### src/rtl/key_sw_input.sv
// key_sw_input: pushbutton / slide-switch input block with Avalon-MM slave.
//
// Each of the 4 keys and 10 switches is synchronized (SYNC_STAGES flops),
// debounced (DEBOUNCE_CYCLES stable cycles) and exposed through a 4-word
// register map with an edge-capture register, an interrupt mask and a level irq.
//
// Ports:
//   clk            sole clock, rising edge
//   reset          synchronous, active-high
//   key_n[3:0]     raw pushbuttons, asynchronous, active-low
//   sw[9:0]        raw slide switches, asynchronous, active-high
//   avs_*          Avalon-MM slave (addr 0 KEYS, 1 SWITCHES, 2 EDGE W1C, 3 MASK)
//   irq            level interrupt, OR of EDGE & MASK (registered)
//   key_pressed    debounced key state, 1 = pressed
//
// Build option: define KEY_SW_SW_EDGE_EN to add switch edge capture
// (EDGE[13:4], MASK[13:4]); without it those bits read 0 and have no logic.

// One synchronizer + debouncer lane. The lane works on the logical level
// (1 = asserted), so active-low inputs are inverted after synchronization.
module key_sw_lane #(
    parameter int unsigned DEBOUNCE_CYCLES = 500000,
    parameter int unsigned SYNC_STAGES     = 2,
    parameter bit          ACTIVE_LOW      = 1'b0
) (
    input  logic clk_i,
    input  logic reset_i,
    input  logic raw_i,
    output logic stable_o,
    output logic chg_o       // stable value changes at the coming edge
);
    localparam int CW = $clog2(DEBOUNCE_CYCLES);

    logic [SYNC_STAGES-1:0] sync_q;
    logic                   synced;
    logic                   stable_q, stable_d;
    logic [CW-1:0]          cnt_q, cnt_d;

    assign synced = sync_q[SYNC_STAGES-1] ^ ACTIVE_LOW;

    always_comb begin
        stable_d = stable_q;
        cnt_d    = '0;
        if (synced != stable_q) begin
            if (cnt_q == CW'(DEBOUNCE_CYCLES - 1)) stable_d = synced;
            else                                    cnt_d    = cnt_q + CW'(1);
        end
    end

    always_ff @(posedge clk_i) begin
        if (reset_i) begin
            // Reset to the idle raw level so a held input starts a fresh debounce.
            sync_q   <= {SYNC_STAGES{ACTIVE_LOW}};
            cnt_q    <= '0;
            stable_q <= 1'b0;
        end else begin
            sync_q   <= {sync_q[SYNC_STAGES-2:0], raw_i};
            cnt_q    <= cnt_d;
            stable_q <= stable_d;
        end
    end

    assign stable_o = stable_q;
    assign chg_o    = stable_d ^ stable_q;
endmodule

module key_sw_input #(
    parameter int unsigned DEBOUNCE_CYCLES = 500000,
    parameter int unsigned SYNC_STAGES     = 2
) (
    input  logic        clk,
    input  logic        reset,
    input  logic [3:0]  key_n,
    input  logic [9:0]  sw,
    input  logic [1:0]  avs_address,
    input  logic        avs_read,
    input  logic        avs_write,
    input  logic [31:0] avs_writedata,
    output logic [31:0] avs_readdata,
    output logic        irq,
    output logic [3:0]  key_pressed
);
    localparam int NK = 4;
    localparam int NI = 14;

    logic [NI-1:0] raw, stable, chg;
    assign raw = {sw, key_n};

    for (genvar i = 0; i < NI; i++) begin : g_lane
        key_sw_lane #(
            .DEBOUNCE_CYCLES(DEBOUNCE_CYCLES),
            .SYNC_STAGES    (SYNC_STAGES),
            .ACTIVE_LOW     ((i < NK) ? 1'b1 : 1'b0)
        ) u_lane (
            .clk_i   (clk),
            .reset_i (reset),
            .raw_i   (raw[i]),
            .stable_o(stable[i]),
            .chg_o   (chg[i])
        );
    end

    logic wr_edge, wr_mask;
    assign wr_edge = avs_write && (avs_address == 2'd2);
    assign wr_mask = avs_write && (avs_address == 2'd3);

    // Key edges capture presses only: a change while stable is 0 is a 0->1.
    logic [3:0] key_edge_q, key_edge_d, key_mask_q, key_mask_d;
    always_comb begin
        key_edge_d = key_edge_q;
        if (wr_edge) key_edge_d = key_edge_d & ~avs_writedata[3:0];
        key_edge_d = key_edge_d | (chg[3:0] & ~stable[3:0]);   // set beats clear
        key_mask_d = wr_mask ? avs_writedata[3:0] : key_mask_q;
    end

    logic [13:0] edge_w, mask_w;
`ifdef KEY_SW_SW_EDGE_EN
    logic [9:0] sw_edge_q, sw_edge_d, sw_mask_q, sw_mask_d;
    always_comb begin
        sw_edge_d = sw_edge_q;
        if (wr_edge) sw_edge_d = sw_edge_d & ~avs_writedata[13:4];
        sw_edge_d = sw_edge_d | chg[13:4];                      // either direction
        sw_mask_d = wr_mask ? avs_writedata[13:4] : sw_mask_q;
    end
    always_ff @(posedge clk) begin
        if (reset) begin
            sw_edge_q <= '0;
            sw_mask_q <= '0;
        end else begin
            sw_edge_q <= sw_edge_d;
            sw_mask_q <= sw_mask_d;
        end
    end
    assign edge_w = {sw_edge_q, key_edge_q};
    assign mask_w = {sw_mask_q, key_mask_q};
    logic unused_wdata;
    assign unused_wdata = ^avs_writedata[31:14];
`else
    assign edge_w = {10'b0, key_edge_q};
    assign mask_w = {10'b0, key_mask_q};
    logic unused_wdata;
    assign unused_wdata = ^avs_writedata[31:4];
`endif

    // Read mux sees pre-write register values, so read+write returns old data.
    logic [31:0] rdata_d;
    always_comb begin
        rdata_d = '0;
        if (avs_read) begin
            case (avs_address)
                2'd0: rdata_d = {28'b0, stable[3:0]};
                2'd1: rdata_d = {22'b0, stable[13:4]};
                2'd2: rdata_d = {18'b0, edge_w};
                default: rdata_d = {18'b0, mask_w};
            endcase
        end
    end

    logic [31:0] rdata_q;
    logic        irq_q;
    always_ff @(posedge clk) begin
        if (reset) begin
            key_edge_q <= '0;
            key_mask_q <= '0;
            rdata_q    <= '0;
            irq_q      <= 1'b0;
        end else begin
            key_edge_q <= key_edge_d;
            key_mask_q <= key_mask_d;
            rdata_q    <= rdata_d;
            irq_q      <= |(edge_w & mask_w);
        end
    end

    assign avs_readdata = rdata_q;
    assign irq          = irq_q;
    assign key_pressed  = stable[3:0];
endmodule

### config.mk
export PLATFORM = sky130hd
export DESIGN_NAME = key_sw_input
export DESIGN_NICKNAME = d
export VERILOG_FILES = /design/src/rtl/key_sw_input.sv
export SDC_FILE = /design/constraint.sdc
export NUM_CORES = 1
export LEC_CHECK = 0
export ABC_AREA = 1
export CORE_ASPECT_RATIO = 1.25
export CORE_MARGIN = 5
export CORE_UTILIZATION = 55
export CTS_CLUSTER_DIAMETER = 40
export DETAILED_ROUTE_END_ITERATION = 7
export PLACE_DENSITY_LB_ADDON = 0.15
export SKIP_CTS_REPAIR_TIMING = 1
export SLEW_MARGIN = 20
export SYNTH_ARGS = -nofsm -noshare
export SYNTH_HDL_FRONTEND = slang
export SYNTH_SLANG_ARGS = --single-unit
### constraint.sdc
create_clock -name clk -period 2.15 [get_ports clk]
set_input_delay 0.43 -clock clk [delete_from_list [all_inputs] [get_ports clk]]
set_output_delay 0.43 -clock clk [all_outputs]
set_load 0.03 [all_outputs]
==> results summary, run 1 <==
The row count came out at 70. The peak per-stage delay on the critical path is 0.69 ns. The count of final setup violators came out at 0. The core region area came out at 0.0291 sq mm. The post-synthesis instance total is 2356. The average cell area after synthesis came out at 6.85 sq um.

The largest net degree at the start of global routing came out at 20. The kind of cell with the highest combined delay along the critical path is buffers and inverters. The total die area is 0.0329 sq mm. After layout, the worst path uses 94.0% of the clock period. The first global-routing pass estimated 58600 microns of wire. The fill cell total of the finished layout is 2743. The number of failing hold endpoints at the final stage came out at 0.

The minimum period implied by the final worst setup slack came out at 2.02 ns. TritonCTS built the clock tree. The arrival time of data at the critical path endpoint is 1.59 ns.

The hold-critical path depth came out at 2. The final weighted congestion of routability-driven global placement is 0.904. The setup TNS is 0 ns. The count of pins on the block boundary came out at 89. The residual DRC count came out at 0. The fraction of layout cells with a size suffix above 1 came out at 7.29%. For this run, the number of Yosys warnings is 0. The synthesized netlist contains 37 unique library cells. Hold is met by 0.228 ns. Dividing the detail-routed via count by the number of cells gives 4.99. The number of stages on the worst setup path came out at 1. The required time reported for the critical path endpoint is 1.72 ns.

The H-tree depth came out at 2. Once the floorplan was initialized, standard cells occupied 55.5% of the core. Dividing the detail-routed wire length by the instance count gives 11.7 microns. The chip height came out at 202 microns. The number of clock sinks is 327.

The antenna violation net count after detailed routing came out at 0. The clock passes through at most 3 buffers. The number of DRC violations after detailed-routing iteration 0 came out at 724. The multi-input combinational cells in the finished layout cover a total of 0.00829 sq mm. The area taken by flip-flops and latches came out at 0.00655 sq mm. The relative area change from synthesis to final layout is 13.4%. Summing internal, switching and leakage power gives 13700 uW.

The post-synthesis sequential element count came out at 327. In the final design database the tool counted 2488 nets. The tool flagged a number of max-cap violations equal to 0. The startpoint-to-endpoint class of the critical path is reg2out.

Setup repair after global routing left no endpoint under its margin. STA classifies the critical path startpoint as a flip-flop. The tightest min-delay check is of the in2reg type. The worst supply voltage drop on vdd came out at 766 uV.

The largest fanout of any net on the critical path is 1. The critical path goes through clkdlybuf4s50_1. The final wirelength is 33400 microns.

The number of buffers added by the clock tree synthesis step came out at 44. The power density of the placed cells came out at 750 mW/mm^2. Of the synthesized area, sequential elements account for 40.6%.

The post-CTS clock slew at the launch and capture registers of the worst setup and hold paths is 0.06 ns. The via count of the first global-routing pass came out at 13500. The flow ran to the end, and the final reports show no timing, DRC or antenna violations. STA classifies the critical path endpoint as a primary output.

Measured along the x axis, the die boundary spans 163 microns. The total via count after detailed routing came out at 14200. The wire-length estimate of the detail-placed layout is 24600 microns. The initial antenna violation count is 0. The aggregate global-route resource usage came out at 20.5%.

Across the routed clock network, the largest skew measured is 0.0108 ns. The number of max-slew violations in the final report is 0. The count of inserted antenna diode cells came out at 0. Counting cells, the worst reg-to-reg path comes to 8. The insertion delay of the later-clocked pin in the worst-skew pair is 0.53 ns. The sum of overflow across all layers after global routing is 0. The number of iterations in the first detailed-routing pass came out at 5. Input and output buffers added on the ports amount to 38. The clock tree root driver cell is clkbuf_16. The count of buffering cells on the critical path with inverters included came out at 1. The total standard cell area after synthesis came out at 0.0161 sq mm. The cell with the largest stage delay on the worst path is clkdlybuf4s50_1. The peak clock frequency supported by timing is 0.495 GHz.

The leakage component of the power is 0.00627 uW.
path summary, 6_finish.rpt:
path | startpoint | endpoint | slack, ns
setup / recovery | avs_readdata[9] | avs_readdata[9] | 0.13
hold / removal | reset | g_lane[7].u_lane.sync_q[0] | 0.23
setup reg to reg | g_lane[2].u_lane.cnt_q[0] | g_lane[2].u_lane.cnt_q[15] | 0.33
hold reg to reg | g_lane[4].u_lane.sync_q[0] | g_lane[4].u_lane.sync_q[1] | 0.40
power by group:
group,internal [uW],switching [uW]
logic,85.3,178
clock network,4590,2750
registers,6100,23.3
total,10800,2950
registers in the layout, summed over array words and instances (netlist names):
name,flops
avs_readdata,10
g_lane.u_lane.sync_q,28
key_mask_q,4
g_lane.u_lane.stable_o,14
g_lane.u_lane.cnt_q,266
irq,1
key_edge_q,4
synthesized netlist by cell type:
cell type | n | share of area [%]
a21oi_1 | 101 | 3.1
a31oi_1 | 5 | 0.19
a41oi_1 | 1 | 0.054
and2_1 | 1 | 0.039
buf_4 | 32 | 1.5
buf_6 | 10 | 0.70
clkbuf_1 | 5 | 0.12
clkinv_1 | 1 | 0.023
conb_1 | 1 | 0.023
dfxtp_1 | 327 | 41
ha_1 | 14 | 1.1
inv_1 | 263 | 6.1
inv_2 | 2 | 0.047
inv_4 | 2 | 0.078
nand2_1 | 586 | 14
nand2_2 | 8 | 0.31
nand2_4 | 1 | 0.070
nand3_1 | 131 | 4.1
nand3_2 | 15 | 0.93
nand3b_1 | 20 | 0.93
nand4_1 | 61 | 2.4
nand4_2 | 1 | 0.078
nor2_1 | 502 | 12
nor2_2 | 20 | 0.78
nor2_4 | 6 | 0.42
nor3_1 | 46 | 1.4
nor3_2 | 8 | 0.50
nor3b_1 | 3 | 0.14
o2111ai_1 | 3 | 0.16
o21ai_0 | 29 | 0.90
o21ai_1 | 2 | 0.062
o21bai_1 | 2 | 0.093
o21bai_4 | 6 | 0.70
or2_0 | 10 | 0.39
or2_2 | 24 | 0.93
xnor2_1 | 26 | 1.4
xor2_1 | 81 | 4.4
layout by cell type, fill, tap and decap left out, types with 22 or more instances in the layout:
master             n
conb_1            22
nand4_1           61
inv_1            263
nand2_1          586
or2_2             24
nor2_1           502
clkdlybuf4s50_1   33
nand3_1          131
o21ai_0           29
clkbuf_16         45
dfxtp_1          327
xnor2_1           26
a21oi_1          101
xor2_1            81
nor3_1            46
cells by family (layout without fill, tap and decap cells):
| logic type | count (synthesis) | count (layout) | synth area share, % |
|---|---|---|---|
| other | 1 | 22 | 0.0232 |
| adders and majority gates | 14 | 14 | 1.09 |
| buffers and inverters | 315 | 393 | 8.57 |
| DFF | 327 | 327 | 40.6 |
| and+or+nand+nor | 1443 | 1443 | 38.7 |
| xor gates and xnor gates | 107 | 107 | 5.81 |
| AOI/OAI and AO/OA | 149 | 149 | 5.29 |
stage by stage:
step / cell area [sq um] / util [%] / setup WS, ns / instances
floorplan: 16200 / - / 0.652 / 2377
global placement: 16800 / 57.7 / 0.317 / 2772
detailed placement: 16800 / 57.7 / 0.284 / 2772
CTS: 18300 / 62.9 / -0.0930 / 2851
global route: 18300 / 62.9 / 0.0701 / 2851
finish: 18300 / 62.9 / 0.129 / 2851
routing by layer:
layer / vias to the layer above / part of all wire, % / global-route usage, %
li1: 7493 / - / -
met1: 6404 / 45 / 25.3
met2: 254 / 48 / 36.1
met3: 75 / 4.4 / 3.87
met4: 0 / 2.5 / 6.44
met5: - / 0 / 0
final cells by class:
cell class              count  share of cell area [%]
clock inverters            25                    1.55
well taps                 396                    2.71
flip-flops and latches    327                    35.8
multi-input cells        1735                    45.3
clock buffers              54                    6.72
repair buffers             46                    2.43
inverters                 268                    5.52
(Power assumes the default switching activity.)
==> run 2: changes to the inputs <==
--- a/config.mk
+++ b/config.mk
@@ -7,7 +7,7 @@
 export LEC_CHECK = 0
 export ABC_AREA = 1
 export CORE_ASPECT_RATIO = 1.25
-export CORE_MARGIN = 5
+export CORE_MARGIN = 2
 export CORE_UTILIZATION = 55
 export CTS_CLUSTER_DIAMETER = 40
 export DETAILED_ROUTE_END_ITERATION = 7
==> run 2 against run 1 <==
Effect of this change: combinational power hardly changed; sequential share of layout area shrank 0.19 points; clock skew rose by 0.017 ns; first-iteration DRC count is 6.2% lower; die area decreased by 6.5%; register-to-register slack improved by 0.10 ns; via count shrank 1.0%; sequential power barely moved.
==> results summary, run 2 (synthesis gave the netlist of run 1 again) <==
The peak clock frequency supported by timing is 0.487 GHz (-1.7%). The worst setup path is launched from a flip-flop. The routed wirelength normalized by instance count is 11.6 microns (-1.2%). The number of failing hold endpoints at the final stage came to 0 (unchanged). The critical path ends at avs_readdata[9]. The sum of overflow across all layers after global routing is 0 (unchanged). The largest fanout of any net on the critical path was 1 (unchanged).

The total of max-cap violations was 0 (unchanged). The number of iterations in the first detailed-routing pass is 6 (+1). The antenna violation net count after detailed routing is 0 (unchanged). The initial antenna violation count came to 3 (+3).

The global-route wire length before repair came out at 57400 microns (-2.0%). The final setup slack of the worst path was 0.0951 ns (-0.0340 ns). The most common library cell in the layout ignoring fill and taps is nand2_1. The number of nets in the layout came to 2489 (+0.040%).

The leakage component of the power is 0.00631 uW (+0.52%). The count of final setup violators is 0 (unchanged). The total die area came out at 0.0307 sq mm (-6.5%). The final wirelength came to 33000 microns (-1.1%). The power density of the placed cells is 769 mW/mm^2 (+2.6%).

The chip height was 196 microns (-3.0%). The ratio of final minimum period to clock period is 95.6% (+1.6 points). The worst supply voltage drop on vdd came out at 663 uV (-13%). The post-CTS clock slew at the launch and capture registers of the worst setup and hold paths came out at 0.06 ns (about the same). The number of stages on the worst setup path is 1 (unchanged). The count of pins on the block boundary came out at 89 (unchanged). The area growth from synthesis to layout is 14.0%. The flow ran to the end, and the final reports show no timing, DRC or antenna violations. The register name with the most flops is g_lane.u_lane.cnt_q.

The width of the die came out at 157 microns (-3.7%). The pre-CTS worst setup slack is 0.273 ns (-0.0115 ns). The count of buffering cells on the critical path with inverters included is 1 (unchanged). In the layout the commonest cells are nand2_1 (586), nor2_1 (502), dfxtp_1 (327). The row count came out at 70 (unchanged). The clock skew after layout came to 0.0281 ns (+0.0173 ns).

The core region area came out at 0.0291 sq mm (unchanged). The final weighted congestion of routability-driven global placement is 0.898 (-0.65%). The peak per-stage delay on the critical path is 0.69 ns (about the same). The number of flip-flops in the largest register came out at 266 (unchanged). TritonCTS built the clock tree. The number of max-slew violations in the final report came out at 0 (unchanged). The slowest stage of the critical path is the clkdlybuf4s50_1 cell. The area taken by flip-flops and latches was 0.00655 sq mm (unchanged). The beginning of the critical path is avs_readdata[9]. The via count of the first global-routing pass is 13400 (-0.61%). The endpoint identified for the worst register-to-register timing path is g_lane[9].u_lane.cnt_q[7].

The insertion delay of the later-clocked pin in the worst-skew pair is 0.55 ns (+0.02 ns). Traced cell by cell, the critical path runs through clkdlybuf4s50_1. The worst setup path is of the reg2out kind. The number of buffers on the longest clock path is 3 (unchanged). The tree is rooted in a clkbuf_16. The post-detailed-placement half-perimeter wirelength came out at 24100 microns (-2.2%).

The total via count after detailed routing came out at 14100 (-1.0%). The number of DRC violations after detailed-routing iteration 0 came to 679 (-6.2%). The number of port buffers is 38 (unchanged). The arrival time of data at the critical path endpoint came out at 1.62 ns (+0.03 ns). The hold-critical path depth is 4 (+2). The aggregate global-route resource usage is 22.1% (+1.5 points). The worst register-to-register path begins at g_lane[9].u_lane.cnt_q[0]. The path category of the worst min-delay check is in2reg. The number of clock sinks came to 327 (unchanged). The minimum period implied by the final worst setup slack is 2.05 ns (+0.0340 ns). The worst setup path is captured at a primary output. The reg-to-reg setup timing slack is 0.43 ns (+0.10 ns). The H-tree depth is 2 (unchanged). The fraction of layout cells with a size suffix above 1 came out at 7.32% (+0.032 points). The kind of cell adding the most delay to the critical path is buffers and inverters. The starting density of the core is 55.5% (unchanged). The largest net degree at the start of global routing came out at 32 (+60%). The number of buffers added by the clock tree synthesis step was 46 (+4.5%). The combined area of the multi-input logic cells is 0.00829 sq mm (unchanged). The fill cell total of the finished layout came out at 2730 (-0.47%). The mean number of vias per cell is 4.93 (-1.2%). The residual DRC count is 0 (unchanged). Setup repair after global routing left no endpoint under its margin. The worst-case reg-to-reg path depth is 7 (-1). The total power after layout is 14200 uW (+3.1%). The required time reported for the critical path endpoint came out at 1.72 ns (about the same).
[run 2: cell types whose count changed in the layout (fill, tap and decap cells not counted), sizes merged]
cell / before / now
dlymetal6s2s: 4 / 3
diode: 0 / 1
clkinv: 9 / 12
inv: 274 / 273
bufinv: 4 / 5
clkdlybuf4s50: 33 / 34
clkinvlp: 6 / 4
clkbuf: 54 / 57
buf: 9 / 8
[run 2: layer usage]
layer	GRT usage, %	wire, microns	vias up
li1	-	-	7503
met3	4.39	1310	61
met5	0	16	-
met4	6.43	720	2
met2	39.8	16400	178
met1	26.2	14600	6337
[run 2: worst min path at each step]
stage | from | end
2_1_floorplan | g_lane[10].u_lane.sync_q[0] | g_lane[10].u_lane.sync_q[1]
3_3_place_gp | g_lane[4].u_lane.sync_q[0] | g_lane[4].u_lane.sync_q[1]
3_5_place_dp | g_lane[5].u_lane.sync_q[0] | g_lane[5].u_lane.sync_q[1]
4_1_cts | reset | g_lane[8].u_lane.stable_o
5_1_grt | reset | g_lane[9].u_lane.stable_o
6_report | reset | g_lane[8].u_lane.stable_o
[run 2: cell type report]
cell class                 instances  area share [%]
antenna                            1          0.0136
clock inverter                    26            1.67
inverter                         268            5.50
multi-input combinational       1735            45.1
clock buffer                      57            7.05
sequential                       327            35.6
tap                              396            2.69
timing repair buffer              45            2.43
[run 2: worst register-to-register path: stages (launching register included)]
cell,delay [ns]
dfxtp_1,0.43
ha_1,0.22
nand3_1,0.15
inv_1,0.10
nand3_1,0.15
nand2_1,0.26
buf_4,0.23
nor2_1,0.06
[run 2: metrics by stage]
step                      util (%)  instances  hold slack, ns  setup TNS (ns)  cell area, sq um
final                         63.3       2855           0.296               0             18400
after global routing          63.3       2854           0.312               0             18400
after CTS                     63.2       2854           0.280          -0.115             18400
after detailed placement      57.7       2771           0.392               0             16800
after global placement        57.7       2771           0.391               0             16800
after floorplan                  -       2377           0.388               0             16200
[run 2: power by group]
group          total, uW  internal [uW]  switching [uW]  leakage, uW
combinational        263           86.7             176      0.00288
sequential          6120           6100            22.9      0.00264
clock               7760           4920            2850     0.000783
total              14200          11100            3050      0.00631
==> run 3: changes to the inputs <==
--- a/config.mk
+++ b/config.mk
@@ -17,3 +17,4 @@
 export SYNTH_ARGS = -nofsm -noshare
 export SYNTH_HDL_FRONTEND = slang
 export SYNTH_SLANG_ARGS = --single-unit
+export TNS_END_PERCENT = 20
==> results of run 3 <==
The final DEF is identical to that of run 2; final timing and power are the same.
